[src/rtl/seq_inv_25519.sv]
// seq_inv_25519 -- sequential modular inverter over GF(2^255-19).
//
// Computes inv = x^(p-2) mod p by left-to-right square-and-multiply, issuing
// every square/multiply to an external sequential field multiplier and
// consuming its reduced product. One inversion owns the multiplier exclusively.
//
// Optional feature macro: SEQ_INV_EXP_PORT_EN
//   defined   : adds input exp[254:0], sampled with start; computes x^exp mod p.
//   undefined : exponent fixed to p-2, no exp port.
//
// Ports:
//   clk          in   1    rising-edge clock
//   rst          in   1    asynchronous active-high reset
//   start        in   1    request, sampled only when idle
//   x            in   256  operand (must be < p), sampled with start
//   exp          in   255  exponent (only with SEQ_INV_EXP_PORT_EN)
//   inv          out  256  result, valid from done until next accepted start
//   done         out  1    one-cycle result-ready pulse
//   busy         out  1    high from cycle after accepted start through done
//   mul_a/mul_b  out  256  multiplier operands, stable from mul_start to mul_done
//   mul_start    out  1    one-cycle multiply launch pulse
//   mul_product  in   256  reduced product from the multiplier
//   mul_done     in   1    one-cycle pulse, mul_product valid
module seq_inv_25519 (
    input  logic         clk,
    input  logic         rst,
    input  logic         start,
    input  logic [255:0] x,
`ifdef SEQ_INV_EXP_PORT_EN
    input  logic [254:0] exp,
`endif
    output logic [255:0] inv,
    output logic         done,
    output logic         busy,
    output logic [255:0] mul_a,
    output logic [255:0] mul_b,
    output logic         mul_start,
    input  logic [255:0] mul_product,
    input  logic         mul_done
);

    // p - 2 = 2^255 - 21: bits 254..5 set, low bits 01011
    localparam logic [254:0] EXP_P2 = {{250{1'b1}}, 5'b01011};

    typedef enum logic [2:0] {
        S_IDLE,
        S_LOAD,
        S_SCAN,
        S_SQ_REQ,
        S_SQ_WAIT,
        S_MUL_REQ,
        S_MUL_WAIT,
        S_FIN
    } state_t;

    state_t       r_state, w_state_n;
    logic [255:0] r_acc, w_acc_n;
    logic [255:0] r_base, w_base_n;
    logic [7:0]   r_i, w_i_n;
    logic         r_seen, w_seen_n;
    logic [255:0] r_inv, w_inv_n;
    logic         r_done, w_done_n;
    logic         r_busy, w_busy_n;
    logic         r_mul_start, w_mul_start_n;
    logic [255:0] r_mul_a, w_mul_a_n;
    logic [255:0] r_mul_b, w_mul_b_n;
    logic [254:0] w_exp;
    logic         w_bit;
    logic         w_adv;

`ifdef SEQ_INV_EXP_PORT_EN
    logic [254:0] r_exp, w_exp_n;
    assign w_exp = r_exp;
`else
    assign w_exp = EXP_P2;
`endif

    assign w_bit = w_exp[r_i];

    always_comb begin
        w_state_n     = r_state;
        w_acc_n       = r_acc;
        w_base_n      = r_base;
        w_i_n         = r_i;
        w_seen_n      = r_seen;
        w_inv_n       = r_inv;
        w_done_n      = 1'b0;
        w_busy_n      = 1'b0;
        w_mul_start_n = 1'b0;
        w_mul_a_n     = r_mul_a;
        w_mul_b_n     = r_mul_b;
        w_adv         = 1'b0;
`ifdef SEQ_INV_EXP_PORT_EN
        w_exp_n       = r_exp;
`endif

        case (r_state)
            S_IDLE: begin
                if (start) begin
                    w_base_n  = x;
                    w_acc_n   = 256'd1;
                    w_i_n     = 8'd254;
                    w_seen_n  = 1'b0;
                    w_state_n = S_LOAD;
`ifdef SEQ_INV_EXP_PORT_EN
                    w_exp_n   = exp;
`endif
                end
            end
            S_LOAD: w_state_n = S_SCAN;
            S_SCAN: begin
                if (r_seen) begin
                    w_state_n = S_SQ_REQ;
                end else begin
                    // leading 1 bit: acc = 1 * base, no multiplier op needed
                    if (w_bit) begin
                        w_acc_n  = r_base;
                        w_seen_n = 1'b1;
                    end
                    w_adv = 1'b1;
                end
            end
            S_SQ_REQ: w_state_n = S_SQ_WAIT;
            S_SQ_WAIT: begin
                if (mul_done) begin
                    w_acc_n = mul_product;
                    if (w_bit) w_state_n = S_MUL_REQ;
                    else       w_adv     = 1'b1;
                end
            end
            S_MUL_REQ: w_state_n = S_MUL_WAIT;
            S_MUL_WAIT: begin
                if (mul_done) begin
                    w_acc_n = mul_product;
                    w_adv   = 1'b1;
                end
            end
            S_FIN:   w_state_n = S_IDLE;
            default: w_state_n = S_IDLE;
        endcase

        if (w_adv) begin
            if (r_i == 8'd0) begin
                // outputs are registered, so the result and done are loaded
                // on entry to FIN to make FIN itself the done cycle
                w_state_n = S_FIN;
                w_inv_n   = w_acc_n;
                w_done_n  = 1'b1;
            end else begin
                w_i_n     = r_i - 8'd1;
                w_state_n = S_SCAN;
            end
        end

        w_busy_n = (w_state_n != S_IDLE);

        if (w_state_n == S_SQ_REQ) begin
            w_mul_start_n = 1'b1;
            w_mul_a_n     = w_acc_n;
            w_mul_b_n     = w_acc_n;
        end else if (w_state_n == S_MUL_REQ) begin
            w_mul_start_n = 1'b1;
            w_mul_a_n     = w_acc_n;
            w_mul_b_n     = r_base;
        end
    end

    always_ff @(posedge clk or posedge rst) begin
        if (rst) begin
            r_state     <= S_IDLE;
            r_acc       <= '0;
            r_base      <= '0;
            r_i         <= '0;
            r_seen      <= 1'b0;
            r_inv       <= '0;
            r_done      <= 1'b0;
            r_busy      <= 1'b0;
            r_mul_start <= 1'b0;
            r_mul_a     <= '0;
            r_mul_b     <= '0;
`ifdef SEQ_INV_EXP_PORT_EN
            r_exp       <= '0;
`endif
        end else begin
            r_state     <= w_state_n;
            r_acc       <= w_acc_n;
            r_base      <= w_base_n;
            r_i         <= w_i_n;
            r_seen      <= w_seen_n;
            r_inv       <= w_inv_n;
            r_done      <= w_done_n;
            r_busy      <= w_busy_n;
            r_mul_start <= w_mul_start_n;
            r_mul_a     <= w_mul_a_n;
            r_mul_b     <= w_mul_b_n;
`ifdef SEQ_INV_EXP_PORT_EN
            r_exp       <= w_exp_n;
`endif
        end
    end

    assign inv       = r_inv;
    assign done      = r_done;
    assign busy      = r_busy;
    assign mul_start = r_mul_start;
    assign mul_a     = r_mul_a;
    assign mul_b     = r_mul_b;

endmodule

[config.mk]
export PLATFORM = sky130hd
export DESIGN_NAME = seq_inv_25519
export DESIGN_NICKNAME = d
export VERILOG_FILES = /design/src/rtl/seq_inv_25519.sv
export SDC_FILE = /design/constraint.sdc
export NUM_CORES = 2
export LEC_CHECK = 0
export BUFFER_PORTS_ARGS = -buffer_cell sky130_fd_sc_hd__buf_2
export CAP_MARGIN = 25
export CELL_PAD_IN_SITES_DETAIL_PLACEMENT = 1
export CELL_PAD_IN_SITES_GLOBAL_PLACEMENT = 2
export CORE_AREA = 2 2 507 509
export CTS_CLUSTER_SIZE = 25
export DETAILED_ROUTE_END_ITERATION = 8
export DIE_AREA = 0 0 509 511
export PLACE_DENSITY_LB_ADDON = 0.12
export SYNTH_ARGS = -nofsm -noshare
export SYNTH_HDL_FRONTEND = slang
export SYNTH_SLANG_ARGS = --single-unit
[constraint.sdc]
create_clock -name clk -period 56.7 [get_ports clk]
set_clock_uncertainty 0.1 [all_clocks]
set_input_delay 8.505 -clock clk [delete_from_list [all_inputs] [get_ports clk]]
set_output_delay 8.505 -clock clk [all_outputs]
set_load 0.02 [all_outputs]
After elaboration in Yosys (flattened, before gate mapping) --
Memory sizes are Yosys's and may differ from the RTL's. Cells that the tools add are included.
Word-level totals: flip-flop bits (word level) 1295, latch bits 0, memory bits (writable) 0, ROM bits 256, bits of input ports 516, output and inout bits 771, word-level logic and storage cells 67, memories kept 1
Memory list:
- (no name shown) | depth 256, width 1, read ports 1, clocked after Yosys merged registers in 0, wr ports 0, RTL line 78 | assign w_bit = w_exp[r_i];
Cells by class: add/sub/neg operators 1, multiply operators 0, div/mod/pow operators 0, $lt $le $gt $ge 1, eq/ne operators 10, shifts and indexed selects 0, multiplexer cells 34, bitwise logic cells 0, reduce and logical (&&, ||, !) cells 9
Operator list (number):
- 256-bit two-way mux | 8
- 256-bit case mux with 3 select lines | 1
- 8-bit two-way mux | 4
- 3-bit case mux with 7 select lines | 1
- 3-bit two-way mux | 6
- 3-bit equality test, second input constant | 5
- 1-bit two-way mux | 12
- 3-bit by 2-bit equality test with 1-bit output, second input constant | 3
- 8-bit by 9-bit < comparator with 1-bit output, second input constant | 1
- 8-bit zero test | 1
- 8-bit by 1-bit subtractor with 8-bit output, second input constant | 1
- 2-bit AND reduction | 3
- 2-bit nonzero test | 2
- 3-bit by 1-bit equality test with 1-bit output, second input constant | 1
- 3-bit zero test | 1
- 1-bit case mux with 3 select lines | 1
- 3-bit nonzero test | 1
- 2-bit inequality test, second input constant | 1
- 1-bit case mux with 2 select lines | 1
- 2-bit OR reduction | 1

Logic depth before layout (Yosys ltp) --
depth in word-level cells 9, gate-level depth with buffers 10

Worst setup path before layout --
No wires, ideal clock.
kind input to register, start input port mul_done, end register r_mul_a[186], in the netlist mul_a[186], library setup time 0.127 ns, arrival 10.222 ns, data required time 56.473 ns, slack 46.251 ns, cell stages on the path 7, buffers on the path 3, cell sequence buf_2 > clkbuf_1 > buf_1 > mux2i_1 > nor2_1 > a221o_1 > mux2_1
RTL lines:
- start, declared | RTL line 39 | input logic mul_done
- 256-bit two-way mux * | RTL line 125, 133
- 256-bit case mux with 3 select lines * | RTL line 97 | case (r_state)
- named net w_acc_n[186] | RTL line 57 | logic [255:0] r_acc, w_acc_n;
- 256-bit two-way mux | RTL line 161 | end else if (w_state_n == S_MUL_REQ) begin
- 256-bit two-way mux * | RTL line 157 | if (w_state_n == S_SQ_REQ) begin
- end signal, assigned | RTL line 194 | r_mul_a <= w_mul_a_n;
- end, declared | RTL line 65 | logic [255:0] r_mul_a, w_mul_a_n;
The timed path passes the listed nets; every way through them passes the cells marked *. The select of a mux whose other input is x is not followed. A chain may end at the register's enable or synchronous reset.

==> results.json <==
{
  "status": "finished clean",
  "synth_seq_cells": 1295,
  "synth_top_area_cell": "dfrtp_1",
  "wl_per_cell_um": 28.5,
  "avgSynthCellArea_sq_um": 11.2,
  "grt_overflow": 0,
  "synth_top_area_frac": 0.602,
  "use_met1": 0.245,
  "endpoint_kind": "async pin",
  "finalNonFillerCells": 9545,
  "viasPerCell": 4.54,
  "row_count": 186,
  "boundaryPins": 1287,
  "worstMarginPinSlew_ns": 1.38,
  "critPathKind": "input port to async pin",
  "dieArea_sq_um": 260000,
  "synth_cells": 4798,
  "fillerInstances": 28800,
  "final_nets": 6501,
  "power_density_nw_per_um2": 63.9,
  "rr_worst_depth": 6,
  "hold_class": "flop to flop",
  "cts_buffer_depth": 3,
  "synth_edf_count": 0,
  "final_util": 0.273,
  "worstPathRequired_ns": 57.44,
  "finalSetupTns_ns": 0,
  "whs_path_depth": 1,
  "place_hpwl_mm": 185,
  "worstReg2RegStart": "r_state[0]$_DFF_PP0_",
  "critPathLaunchType": "input port",
  "clkLatencyLatePin_ns": 0.84,
  "layout-drive-gt1-share": 0.314,
  "drcViolationCount": 0,
  "ant_nets": 0,
  "synth.area.top_cells": "dfrtp_1, nand2_1, mux2_2",
  "start_util": 0.211,
  "cap_violations": 0,
  "finalSetupViolations": 0,
  "htree_num_levels": 4,
  "postCtsSetupBuffers": 0,
  "postCtsResizedCells": 0,
  "gp_congestion": 0.789,
  "async_flop_share": 1.00,
  "worst_slew_margin_rel": 0.0776,
  "die_y_um": 511,
  "die-width_um": 509,
  "cts_tree": "done",
  "core_sq_um": 255000,
  "min_to": "mul_a[40]$_DFFE_PP0P_",
  "syn-cell-area_sq_um": 53800,
  "vdd_drop_max_mv": 0.0410,
  "yosysUniqueCellTypes": 45,
  "wl_mm": 272,
  "grt_usage": 0.205,
  "met3_usage": 0.0750,
  "reg2reg_slack_ns": 51.33,
  "synth_ff_type": "dfrtp_1",
  "syn_nets": 5317,
  "crit_arrival_ns": 13.31,
  "rsz0062_at_grt": "no",
  "cts_sinks": 1295,
  "path_clk_slew_ns": 0.06,
  "busiest_layer": "met2",
  "clock-root-buffer": "clkbuf_16",
  "numCtsBuffers": 170,
  "hold_ws_ns": 0.376,
  "ys.warnings.count": 0,
  "cts_hold_buffers": 0,
  "r2r_end": "mul_a[128]$_DFFE_PP0P_",
  "grt_pass1_vias": 45800,
  "grt_first_pass_wirelength_mm": 382,
  "dr.first_iter.drc_count": 2552,
  "grtUsageMet2": 0.344,
  "first_pass_iters": 5,
  "seqCellArea_sq_um": 32400,
  "portBuffers": 1286,
  "slew_viol_final": 0,
  "total_power_uw": 4450,
  "crit_fanout": 127,
  "fin_crit_ns": 12.58,
  "antenna_found_initial": 180,
  "fmax_mhz": 79.5,
  "multi_input_area_sq_um": 19800,
  "synth-seq-area-share": 0.602,
  "grt_start_max_net_pins": 167,
  "p_leak_uw": 0.0353,
  "finalCritPeriodShare": 0.222,
  "ys_top_cells_by_count": "dfrtp_1, nand2_1, nor2_1",
  "holdCritStartpoint": "mul_a[40]$_DFFE_PP0P_",
  "hold_violations": 0,
  "dp.cells": 9192,
  "yosysMostFrequentCell": "dfrtp_1",
  "num_vias": 43400,
  "area_growth_pct": 29.4
}
-- cell type report --
type                       count  area share
antenna                       39     0.00140
clock buffer                 263      0.0729
clock inverter                49      0.0106
inverter                       7    0.000485
multi-input combinational   3151       0.285
sequential                  1295       0.465
tap                         3384      0.0608
timing repair buffer        1357       0.103
-- flip-flops by register name, indices dropped and copies added (netlist names), 3 cells and up --
register  count
r_acc       256
r_base      256
r_i           8
mul_b       256
mul_a       256
r_state       3
inv         256
-- worst max-delay path by stage --
stage          start                     end  slack, ns
3_3_place_gp     rst   mul_b[82]$_DFFE_PP0P_      42.92
5_1_grt          rst   mul_b[91]$_DFFE_PP0P_      43.33
6_report         rst  r_base[91]$_DFFE_PP0P_      44.13
2_1_floorplan    rst          busy$_DFF_PP0_      11.59
3_5_place_dp     rst   mul_b[82]$_DFFE_PP0P_      42.93
4_1_cts          rst   mul_b[91]$_DFFE_PP0P_      43.83
-- logic make-up after synthesis --
group                      share of synthesized area
AOI/OAI and AO/OA                             0.0795
adders and majority gates                   0.000698
and+or+nand+nor                                0.130
xor gates and xnor gates                    0.000163
buffers and inverters                         0.0305
muxes                                          0.157
DFF                                            0.602
-- layout by cell type (no fill, tap or decap), types with 56 or more instances in the layout --
| cell | n |
|---|---|
| nor2_1 | 518 |
| a221o_1 | 254 |
| mux2_2 | 286 |
| mux2_1 | 229 |
| clkbuf_16 | 171 |
| dfrtp_1 | 1295 |
| buf_4 | 56 |
| buf_2 | 1285 |
| nand2_1 | 1286 |
| mux2i_1 | 261 |
| a31oi_1 | 256 |
-- power by group --
part / switching (uW) / internal [uW] / leakage [uW]
Clock: 466 / 657 / 0.00284
Sequential: 269 / 1300 / 0.0165
Combinational: 1190 / 562 / 0.0160
-- layer usage --
layer | share of wire | wire length, um
met1 | 0.40 | 110000
met2 | 0.48 | 131000
met3 | 0.087 | 23700
met4 | 0.026 | 7010
met5 | 0.0025 | 670
-- metrics by stage --
| stage | cell area (sq um) | setup slack [ns] |
|---|---|---|
| after floorplan | 53800 | 11.59 |
| after global placement | 63600 | 42.92 |
| after detailed placement | 63700 | 42.93 |
| after CTS | 69500 | 43.83 |
| after global routing | 69600 | 43.33 |
| final | 69600 | 44.13 |
-- worst max-delay path, stage by stage --
cell,delay (ns)
buf_2,0.13
inv_8,0.37
buf_4,0.55
buf_4,0.61
buf_4,0.72
buf_4,0.71
buf_4,0.77
buf_12,0.60
Power figures use the tool's default switching activity.
